--- config.mk ---
export PLATFORM = sky130hd
export DESIGN_NAME = multicycle_control_unit
export DESIGN_NICKNAME = d
export VERILOG_FILES = /design/src/rtl/multicycle_control_unit.sv
export SDC_FILE = /design/constraint.sdc
export NUM_CORES = 1
export LEC_CHECK = 0
export CAP_MARGIN = 15
export CORE_UTILIZATION = 34
export CTS_BUF_LIST = sky130_fd_sc_hd__clkbuf_8
export CTS_CLUSTER_SIZE = 20
export DETAILED_ROUTE_END_ITERATION = 12
export PLACE_DENSITY = 0.79
export SYNTH_ARGS = -nofsm -noshare
export SYNTH_HDL_FRONTEND = slang
export SYNTH_SLANG_ARGS = --single-unit
--- constraint.sdc ---
create_clock -name CLK -period 1.9 [get_ports CLK]
set_input_delay 0.285 -clock CLK [delete_from_list [all_inputs] [get_ports CLK]]
set_output_delay 0.285 -clock CLK [all_outputs]
set_load 0.01 [all_outputs]
--- src/rtl/multicycle_control_unit.sv ---
// Multicycle ARM control unit: main FSM, NZCV flag register and condition check.
// Every datapath select and gated write enable for the ADD/SUB/AND/ORR, LDR/STR and B subset comes from here.
module multicycle_control_unit #(
    parameter logic [3:0] FLAG_RST = 4'b0000,
    parameter int         STATE_W  = 4
) (
    input  logic               CLK,
    input  logic               RST,
    input  logic [31:0]        Instr,
    input  logic [3:0]         ALUFlags,
    output logic               PCWrite,
    output logic               AdrSrc,
    output logic               MemWrite,
    output logic               IRWrite,
    output logic               RegWrite,
    output logic [1:0]         ResultSrc,
    output logic               ALUSrcA,
    output logic [1:0]         ALUSrcB,
    output logic [1:0]         ImmSrc,
    output logic [1:0]         RegSrc,
    output logic [1:0]         ALUControl,
    output logic [3:0]         Flags,
    output logic [STATE_W-1:0] State
);

    typedef enum logic [3:0] {
        FETCH    = 4'd0,
        DECODE   = 4'd1,
        MEMADR   = 4'd2,
        MEMREAD  = 4'd3,
        MEMWB    = 4'd4,
        MEMWRITE = 4'd5,
        EXECUTER = 4'd6,
        EXECUTEI = 4'd7,
        ALUWB    = 4'd8,
        BRANCH   = 4'd9
    } state_t;

    typedef enum logic [1:0] {
        ALU_ADD = 2'b00,
        ALU_SUB = 2'b01,
        ALU_AND = 2'b10,
        ALU_ORR = 2'b11
    } alu_op_t;

    localparam logic [1:0] OP_DP  = 2'b00;
    localparam logic [1:0] OP_MEM = 2'b01;
    localparam logic [1:0] OP_BR  = 2'b10;

    localparam logic [3:0] CMD_AND = 4'b0000;
    localparam logic [3:0] CMD_SUB = 4'b0010;
    localparam logic [3:0] CMD_ADD = 4'b0100;
    localparam logic [3:0] CMD_ORR = 4'b1100;

    state_t  state;
    state_t  next_state;
    logic [3:0] flags;

    logic [3:0] cond;
    logic [1:0] op;
    logic       i_bit;
    logic       u_bit;
    logic [3:0] cmd;
    logic       s_bit;
    logic       l_bit;
    logic       rd_is_pc;

    logic    dp_supported;
    alu_op_t dp_op;
    logic    dp_arith;
    logic    cond_ex;

    logic    pc_we;
    logic    ir_we;
    logic    reg_we;
    logic    mem_we;
    logic    adr_src;
    logic [1:0] result_src;
    logic    alu_src_a;
    logic [1:0] alu_src_b;
    alu_op_t alu_sel;

    // Register/immediate operand fields only matter to the datapath.
    logic unused_instr_bits;

    assign cond     = Instr[31:28];
    assign op       = Instr[27:26];
    assign i_bit    = Instr[25];
    assign u_bit    = Instr[23];
    assign cmd      = Instr[24:21];
    assign s_bit    = Instr[20];
    assign l_bit    = Instr[20];
    assign rd_is_pc = (Instr[15:12] == 4'hF);

    assign unused_instr_bits = ^{Instr[19:16], Instr[11:0]};

    always_comb begin
        dp_supported = 1'b1;
        dp_op        = ALU_ADD;
        case (cmd)
            CMD_ADD: dp_op = ALU_ADD;
            CMD_SUB: dp_op = ALU_SUB;
            CMD_AND: dp_op = ALU_AND;
            CMD_ORR: dp_op = ALU_ORR;
            default: dp_supported = 1'b0;
        endcase
    end

    assign dp_arith = (cmd == CMD_ADD) || (cmd == CMD_SUB);

    // Condition is evaluated against the registered flags, never the live ALU flags.
    always_comb begin
        cond_ex = 1'b0;
        case (cond)
            4'b0000: cond_ex = flags[2];
            4'b0001: cond_ex = ~flags[2];
            4'b0010: cond_ex = flags[1];
            4'b0011: cond_ex = ~flags[1];
            4'b0100: cond_ex = flags[3];
            4'b0101: cond_ex = ~flags[3];
            4'b0110: cond_ex = flags[0];
            4'b0111: cond_ex = ~flags[0];
            4'b1000: cond_ex = flags[1] & ~flags[2];
            4'b1001: cond_ex = ~flags[1] | flags[2];
            4'b1010: cond_ex = (flags[3] == flags[0]);
            4'b1011: cond_ex = (flags[3] != flags[0]);
            4'b1100: cond_ex = ~flags[2] & (flags[3] == flags[0]);
            4'b1101: cond_ex = flags[2] | (flags[3] != flags[0]);
            4'b1110: cond_ex = 1'b1;
            default: cond_ex = 1'b0;
        endcase
    end

    always_ff @(posedge CLK) begin
        if (RST) begin
            state <= FETCH;
        end else begin
            state <= next_state;
        end
    end

    // Logic ops leave C and V alone; only arithmetic refreshes them.
    always_ff @(posedge CLK) begin
        if (RST) begin
            flags <= FLAG_RST;
        end else if (((state == EXECUTER) || (state == EXECUTEI)) && s_bit && cond_ex) begin
            flags[3:2] <= ALUFlags[3:2];
            if (dp_arith) begin
                flags[1:0] <= ALUFlags[1:0];
            end
        end
    end

    always_comb begin
        next_state = FETCH;
        pc_we      = 1'b0;
        ir_we      = 1'b0;
        reg_we     = 1'b0;
        mem_we     = 1'b0;
        adr_src    = 1'b0;
        result_src = 2'b00;
        alu_src_a  = 1'b0;
        alu_src_b  = 2'b00;
        alu_sel    = ALU_ADD;
        case (state)
            FETCH: begin
                ir_we      = 1'b1;
                pc_we      = 1'b1;
                alu_src_a  = 1'b1;
                alu_src_b  = 2'b10;
                result_src = 2'b10;
                next_state = DECODE;
            end
            DECODE: begin
                alu_src_a = 1'b1;
                alu_src_b = 2'b10;
                case (op)
                    OP_MEM: next_state = MEMADR;
                    OP_BR:  next_state = BRANCH;
                    OP_DP: begin
                        if (!dp_supported) begin
                            next_state = FETCH;
                        end else if (i_bit) begin
                            next_state = EXECUTEI;
                        end else begin
                            next_state = EXECUTER;
                        end
                    end
                    default: next_state = FETCH;
                endcase
            end
            MEMADR: begin
                alu_src_b  = 2'b01;
                alu_sel    = u_bit ? ALU_ADD : ALU_SUB;
                next_state = l_bit ? MEMREAD : MEMWRITE;
            end
            MEMREAD: begin
                adr_src    = 1'b1;
                next_state = MEMWB;
            end
            // A load into R15 becomes a PC write instead of a register write.
            MEMWB: begin
                adr_src    = 1'b1;
                result_src = 2'b01;
                reg_we     = cond_ex & ~rd_is_pc;
                pc_we      = cond_ex & rd_is_pc;
                next_state = FETCH;
            end
            MEMWRITE: begin
                adr_src    = 1'b1;
                mem_we     = cond_ex;
                next_state = FETCH;
            end
            EXECUTER: begin
                alu_src_b  = 2'b00;
                alu_sel    = dp_op;
                next_state = ALUWB;
            end
            EXECUTEI: begin
                alu_src_b  = 2'b01;
                alu_sel    = dp_op;
                next_state = ALUWB;
            end
            ALUWB: begin
                result_src = 2'b00;
                reg_we     = cond_ex & ~rd_is_pc;
                pc_we      = cond_ex & rd_is_pc;
                next_state = FETCH;
            end
            BRANCH: begin
                alu_src_b  = 2'b01;
                result_src = 2'b10;
                pc_we      = cond_ex;
                next_state = FETCH;
            end
            default: next_state = FETCH;
        endcase
    end

    always_comb begin
        case (op)
            OP_MEM:  ImmSrc = 2'b01;
            OP_BR:   ImmSrc = 2'b10;
            default: ImmSrc = 2'b00;
        endcase
    end

    assign RegSrc = {(op == OP_MEM) && !l_bit, (op == OP_BR)};

    // Reset suppresses every write so an abandoned instruction leaves no trace.
    assign PCWrite  = pc_we  & ~RST;
    assign IRWrite  = ir_we  & ~RST;
    assign RegWrite = reg_we & ~RST;
    assign MemWrite = mem_we & ~RST;

    assign AdrSrc     = adr_src;
    assign ResultSrc  = result_src;
    assign ALUSrcA    = alu_src_a;
    assign ALUSrcB    = alu_src_b;
    assign ALUControl = alu_sel;
    assign Flags      = flags;
    assign State      = STATE_W'(state);

endmodule
# After elaboration in Yosys (flattened, before gate mapping)
# Index checks and enable logic that the tools add are counted.
# word_totals
reg_bits	8
output_inout_bits	24
word_cells	87
inputBits	38
# op_classes
mux	19
n_bitwise	16
n_reduce_logical	18
n_eq_ne	31
# ops
op	count
equality test 4 bit, second input constant	11
equality test 4 x 3 -> 1 bit, second input constant	9
equality test 4 x 2 -> 1 bit, second input constant	5
case mux 4 bit (5 select lines)	1
case mux 2 bit (2 select lines)	4
case mux 1 bit (15 select lines)	1
zero test 4 bit	3
case mux 4 bit (3 select lines)	1
bitwise AND 1 bit	8
equality test 4 x 1 -> 1 bit, second input constant	2
2-to-1 mux 1 bit	8
OR reduction 2 bit	4
2-to-1 mux 3 bit	2
NOT 1 bit	6
case mux 2 bit (3 select lines)	1
OR reduction 3 bit	2
OR reduction 4 bit	1
logical AND 1 bit	3
case mux 1 bit (3 select lines)	1
equality test 2 x 1 -> 1 bit, second input constant	1
equality test 2 bit, second input constant	1
zero test 2 bit	1
logical OR 1 bit	2
OR 1 bit	2
other kinds (4)	4

# Logic depth before layout (Yosys ltp)
# Gate-level depths: netlist (run 1).
# logic_depth
depth_word	6
mapped_depth	6
depth_no_buf	5

# Worst setup path after synthesis (run 1)
# OpenSTA, ideal clock, no wires.
# synth_path
path_type	flip-flop to output port
from	register flags[3] (netlist: Flags[3])
to	output PCWrite
n_path_buf	0
arrival_time_ps	1493
stages_incl_launch_ff	6
required_time_ps	1615
slack_ps	122
path_cell_list	dfxtp_1 -> xnor2_1 -> mux2i_1 -> o311ai_4 -> a31oi_1 -> o2111a_1
# synth_between
elab_chain_len	6
elab_cells_between_ends	9
cone_classes	eq/ne (2); mux (2); bitwise (5)
# synth_lines
element	line_no	text
start: declaration	57	logic [3:0] flags;
start signal: assignment	147	flags[3:2] <= ALUFlags[3:2];
!= test 1 bit or equality test 1 bit (tied branches)	-	
OR 1 bit or bitwise AND 1 bit (tied branches)	128, 127	
case mux 1 bit (15 select lines) (*)	114	case (cond)
bitwise AND 1 bit	206, 227	
case mux 1 bit (3 select lines) (*)	165	case (state)
bitwise AND 1 bit (*)	251	assign PCWrite = pc_we & ~RST;
end: declaration	11	output logic PCWrite,
# Mark *: on every way between the ends. The rest lies on a longest branch, timed or not.

# Worst setup path after layout (run 1)
# layout_path
from	register flags[0] (netlist: Flags[0])
to	output RegWrite
# layout_between
elab_chain_len	6
elab_cells_between_ends	9
cone_classes	eq/ne (2); mux (2); bitwise (5)
# layout_lines
element	line_no	text
start signal: assignment	149	flags[1:0] <= ALUFlags[1:0];
!= test 1 bit or equality test 1 bit (tied branches)	-	
OR 1 bit or bitwise AND 1 bit (tied branches)	128, 127	
case mux 1 bit (15 select lines) (*)	114	
bitwise AND 1 bit (*)	205, 226	
2-to-1 mux 1 bit (*)	-	
bitwise AND 1 bit (*)	253	assign RegWrite = reg_we & ~RST;
end: declaration	15	output logic RegWrite,
# Marked as above.

==> results.cfg, run 1 <==
[pwr]
pwr-share-comb_pct = 41.6
power_uw = 649.8
power.internal_uw = 461.2
peakVddDrop_uv = 470.8
power_density_nw_per_um2 = 383.0
p_switching_uw = 188.6
p_clk_share_pct = 31.2
switching_share_pct = 29.02
total_leakage_power_nw = 0.7197
seqPwrFrac_pct = 27.2

[synth]
synth_compound_area_share_pct = 21.00
avgSynthCellArea_um2 = 7.299
synthAdderAreaFrac_pct = 0
synth_edf_count = 0
synthSimpleGateAreaFrac_pct = 41.57
syn-cell-area_um2 = 875.8
syn_inst = 120
ys_seq_area_share_pct = 18.29
syn-num-nets = 158
async_reset_ff_share_pct = 0
synth_xor_area_share_pct = 6.000
synth_top_family_by_area = simple AND/OR/NAND/NOR gates
synthFlopType = dfxtp_1
synth.area.mux_share_pct = 7.000
ys_ff_latch = 8
synth_cell_types = 38
yosysWarnings = 0

[placement]
place_inst = 216
place_hpwl_um = 2176
placed_cell_area_um2 = 1543
numPortBuffers = 45
place.gp.congestion = 0.8358

[sta]
grt_setup_unrepaired = true
hold_viol = 0
finalSetupViolCount = 3
drv_slew = 0
post-route-period-util_pct = 112.3
fin_skew_ns = 0.006042
tightest_slew_ns = 0.2443
fmax_mhz = 468.8
maxSlewHeadroom_pct = 83.39
post-route-min-period_ns = 2.133
setup_slack_ns = -0.2331

[cts]
cts_buffers = 3
cts_buffer_depth = 2
clk_latency_ns = 0.23
clkTransAtPathRegs_ns = 0.04
cts_tree = yes
htree_levels = 1
cts_hold_buffers = 0
clock-sinks = 8
cts_root_buf = clkbuf_8

[run_status]
outcome = finished with violations
violations = setup timing

[critical_path]
critPathArrivalTime_ns = 1.85
end_kind = output pin
critPathLaunch = Flags[0]
r2r_setup_slack_ns = 0.08
worstRegToRegCells = 9
r2r-start = Flags[0]
crit_type = reg -> out
worstReg2RegEnd = Flags[1]
required_ns = 1.62
critical_path.max_fanout = 2
cp-start-kind = register

[grt]
track_usage_pct = 22.19
grt_pass1_vias = 1104
grt_overflow_total = 0
grt_pass1_wl_um = 4698
antenna_found_initial = 0
grt_max_degree = 15

[routing]
vias = 1161
drc = 0
wl_per_cell_um = 13.79
vias_per_cell = 5.206
first_iter_violations = 14
drtPass1Iterations = 4
wirelength_um = 3075
detail-route-antenna-nets = 0

[floorplanning]
initial_core_util_pct = 35.68
die_w_um = 52.76
coreArea_um2 = 2455
die-height_um = 52.76
dieArea_um2 = 2783
num_io_pins = 62
row_count = 18

[cells_and_area]
final_cell_mix = buf_4, clkdlybuf4s50_1, nand2b_1, nor2_1, a21oi_1
drive_gt1_share_pct = 35.23
final_cell_area_um2 = 1697
syn_to_final_growth_pct = 93.71
final_cells = 223
final_nets = 233
diodes = 0
final_common_cell = buf_4

[worst_hold_path]
hold_start = State[0]
hp-class = reg -> reg
hold_depth = 2
hold_end = State[0]

[flow_run]
cap_violations = 0
cells by family after synthesis:
kind of cell,after synthesis
xor gates and xnor gates,6
buffers and inverters,11
muxes,6
DFF,8
AOI/OAI and AO/OA,24
and+or+nand+nor,65
sequential cells by signal, summed over array words and instances, names as in the netlist:
signal / cells
Flags: 4
State: 4
through the flow:
step                hold WS, ns  TNS (ns)  utilization [%]  setup slack (ns)
global route             0.6145   -0.7105            69.11           -0.2882
global placement         0.5998    -3.867            62.84           -0.7822
CTS                      0.6025   -0.4450            67.13           -0.1697
floorplan                0.4404         0                -            0.1215
finish                   0.5995   -0.5649            69.11           -0.2331
detailed placement       0.6120    -4.733            62.84           -0.8825
Yosys cell counts (3+ instances only):
| cell | number | area share, % |
|---|---|---|
| a21oi_1 | 9 | 5.1 |
| nand2_1 | 8 | 3.4 |
| clkbuf_1 | 5 | 2.1 |
| or3_1 | 3 | 2.1 |
| nor2b_1 | 8 | 5.7 |
| o21ai_0 | 4 | 2.3 |
| nand2b_1 | 11 | 7.9 |
| xnor2_1 | 3 | 3.0 |
| and3_1 | 3 | 2.1 |
| nor4_1 | 3 | 2.1 |
| xor2_1 | 3 | 3.0 |
| nor3_1 | 8 | 4.6 |
| nor2_1 | 11 | 4.7 |
| dfxtp_1 | 8 | 18 |
| mux2i_1 | 5 | 5.7 |
critical path, stage by stage (launching register included):
cell and delay, ns:
dfxtp_2 0.33, buf_6 0.12, xor2_2 0.14, and3_1 0.17, o32a_1 0.20, a31oi_2 0.22
buf_4 0.15, and3_1 0.14, buf_2 0.13
cell type report:
cell class	instances	area, um^2
well taps	30	37.54
fillers	185	758.2
clock buffers	3	41.29
repair buffers	79	679.4
inverters	2	7.507
multi-input cells	101	755.7
flip-flops and latches	8	175.2
power by group through the flow:
| stage | registers, mW | clock network, mW | logic (mW) |
|---|---|---|---|
| after floorplan | 0.182 | 0 | 0.106 |
| after global placement | 0.181 | 0 | 0.250 |
| after detailed placement | 0.182 | 0 | 0.256 |
| after CTS | 0.178 | 0.207 | 0.259 |
| after global routing | 0.177 | 0.217 | 0.292 |
| final | 0.177 | 0.202 | 0.270 |
per-layer routing:
| metal | routed length (um) | vias to the layer above | GRT usage, % | share of wire, % |
|---|---|---|---|---|
| met5 | 0 | - | 0 | 0 |
| met4 | 59 | 0 | 7.456 | 1.9 |
| met3 | 127 | 6 | 3.188 | 4.1 |
| met2 | 1622 | 36 | 41.98 | 53 |
| met1 | 1265 | 542 | 24.70 | 41 |
| li1 | - | 577 | - | - |
worst max-delay path by stage:
stage | endpoint | cells past startpoint
2_1_floorplan | PCWrite | 5
3_3_place_gp | PCWrite | 7
3_5_place_dp | PCWrite | 7
4_1_cts | RegWrite | 7
5_1_grt | RegWrite | 7
6_report | RegWrite | 8
what timing repair did:
action	in CTS	in global routing
setup buffers	3	1
resized for setup	49	23
pin swaps	11	3
setup endpoints to repair	17	11
Note: power is estimated with default switching activity, not from simulation.
==> run 2: changes to the inputs <==
Settings changed: ABC_CLOCK_PERIOD_IN_PS set to 2400.
Clock period 1.9 ns to 2.4 ns, I/O delays scaled along.
==> run 2 against run 1 <==
Net effect:
- the run now ends clean
- register-to-register slack improved by 0.66 ns
- largest cell class unchanged
- utilization fell by 6.4 points
- cell count fell by 6.3%
- sequential cell count did not move
- design area fell by 9.3%
- clock power fell by 16%
- count of clock-buffer cells in the layout did not move
- largest power group unchanged
- setup slack improved by 0.29 ns
==> results.cfg, run 2 (synthesis gave the netlist of run 1 again) <==
[sta]
hold_viol = 0
fin_skew_ns = 0.003568
maxSlewHeadroom_pct = 73.50
finalSetupViolCount = 0
setup_slack_ns = 0.06051
tightest_slew_ns = 0.3951
post-route-min-period_ns = 2.339
drv_slew = 0
post-route-period-util_pct = 97.48
fmax_mhz = 427.4

[placement]
placed_cell_area_um2 = 1453
numPortBuffers = 45
place_inst = 204
place.gp.congestion = 0.8096
place_ws_ns = -0.5148
place_hpwl_um = 1970

[critical_path]
critPathMaxStageDelay_ns = 0.43
required_ns = 2.04
r2r_setup_slack_ns = 0.74
path_buf_inv = 3
crit_chain = clkdlybuf4s50_1 -> or3_1 -> nor3_2 -> buf_4 -> o2111a_1 -> dlygate4sd2_1
critical-path-top-delay-family = buffers and inverters
critical_path.max_fanout = 2
crit_slowest_cell = clkdlybuf4s50_1
r2r-start = Flags[2]
worstReg2RegEnd = Flags[0]
crit_type = in -> out
end_kind = output pin
worst-path-stages = 6
worstRegToRegCells = 7
critPathArrivalTime_ns = 1.98
cp-start-kind = input port

[routing]
wirelength_um = 2649
detail-route-antenna-nets = 0
drc = 0
vias_per_cell = 5.139
wl_per_cell_um = 12.67
first_iter_violations = 11
drtPass1Iterations = 4
vias = 1074

[cts]
cts_buffer_depth = 2
cts_root_buf = clkbuf_8
clk_latency_ns = 0.23
clkTransAtPathRegs_ns = 0.05
clock-sinks = 8
htree_levels = 1
cts_buffers = 3
cts_tree = yes

[pwr]
power_density_nw_per_um2 = 327.3
power.internal_uw = 357.5
seqPwrFrac_pct = 28.8
total_leakage_power_nw = 0.6130
peakVddDrop_uv = 385.1
pwr-share-comb_pct = 37.6
p_clk_share_pct = 33.6
switching_share_pct = 29.03
power_uw = 503.8
p_switching_uw = 146.2

[cells_and_area]
diodes = 0
final_cell_mix = clkdlybuf4s50_1, buf_4, nand2b_1, nor2_1, a21oi_1
final_nets = 219
drive_gt1_share_pct = 20.67
final_common_cell = clkdlybuf4s50_1
final_cells = 209
final_cell_area_um2 = 1539
finish.utilization_pct = 62.69
syn_to_final_growth_pct = 75.71

[floorplanning]
row_count = 18
dieArea_um2 = 2783
coreArea_um2 = 2455
die-height_um = 52.76
initial_core_util_pct = 35.68
num_io_pins = 62
die_w_um = 52.76

[grt]
grt_max_degree = 15
track_usage_pct = 19.44
grt_pass1_vias = 944
grt_pass1_wl_um = 4057
antenna_found_initial = 0
grt_overflow_total = 0

[run_status]
outcome = finished clean

[flow_run]
cap_violations = 0

[worst_hold_path]
hold_end = Flags[2]
hp-class = reg -> reg
hold_start = Flags[2]
hold_depth = 2
## run 2: cell count changes in the layout (fill, tap and decap cells not counted), moves of 3 or more
cell,previous run,this run
buf_2,5,0
buf_4,32,20
buf_6,3,0
clkdlybuf4s50_1,28,36
dfxtp_1,2,5
dfxtp_4,3,0
## run 2: layout make-up
class,count,area (um^2)
Tap cell,30,37.54
Timing Repair Buffer,65,601.8
Sequential cell,8,163.9
Inverter,2,7.507
Multi-Input combinational cell,101,686.9
Clock buffer,3,41.29
Fill cell,225,915.9
## run 2: power groups by stage
stage	clock network [mW]	registers [mW]	logic, mW
after floorplan	0	0.144	0.0836
after global placement	0	0.147	0.182
after detailed placement	0	0.147	0.185
after CTS	0.174	0.145	0.185
after global routing	0.183	0.147	0.206
final	0.169	0.145	0.189
## run 2: worst min-delay path, cell delays in order (launching register included)
cell      delay (ns)
dfxtp_2         0.35
nand2b_1        0.07
mux2i_1         0.06
## run 2: repair_timing
item                       in CTS  in global routing
setup buffers                   0                  2
setup endpoints to repair       4                  6
resized for setup              12                 10
hold buffers                    0                  0
pin swaps                       1                  1
## run 2: worst max-delay path by stage
stage	from	end	slack (ns)
floorplan	Instr[31]	PCWrite	0.53
global placement	Instr[30]	PCWrite	-0.46
detailed placement	Instr[30]	PCWrite	-0.51
CTS	Instr[31]	PCWrite	0.02
global route	RST	PCWrite	-0.02
finish	RST	PCWrite	0.06
## run 2: metal layers
metal	GRT usage, %	up-vias	wire length, um
met5	0	-	0
met4	3.947	0	10
met3	4.638	2	133
met2	36.92	35	1452
met1	21.43	491	1052
li1	-	546	-
## run 2: through the flow
stage / hold slack (ns) / setup TNS (ns)
2_1_floorplan: 0.5154 / 0
3_3_place_gp: 0.5372 / -1.370
3_5_place_dp: 0.5620 / -1.542
4_1_cts: 0.5705 / 0
5_1_grt: 0.5508 / -0.01568
6_report: 0.5288 / 0
==> run 3: changes to the inputs <==
Settings changed: CORE_MARGIN set to 1, SLEW_MARGIN set to 20.
==> results of run 3 <==
Same layout as run 2: the final DEF is identical, and so are final timing and power.
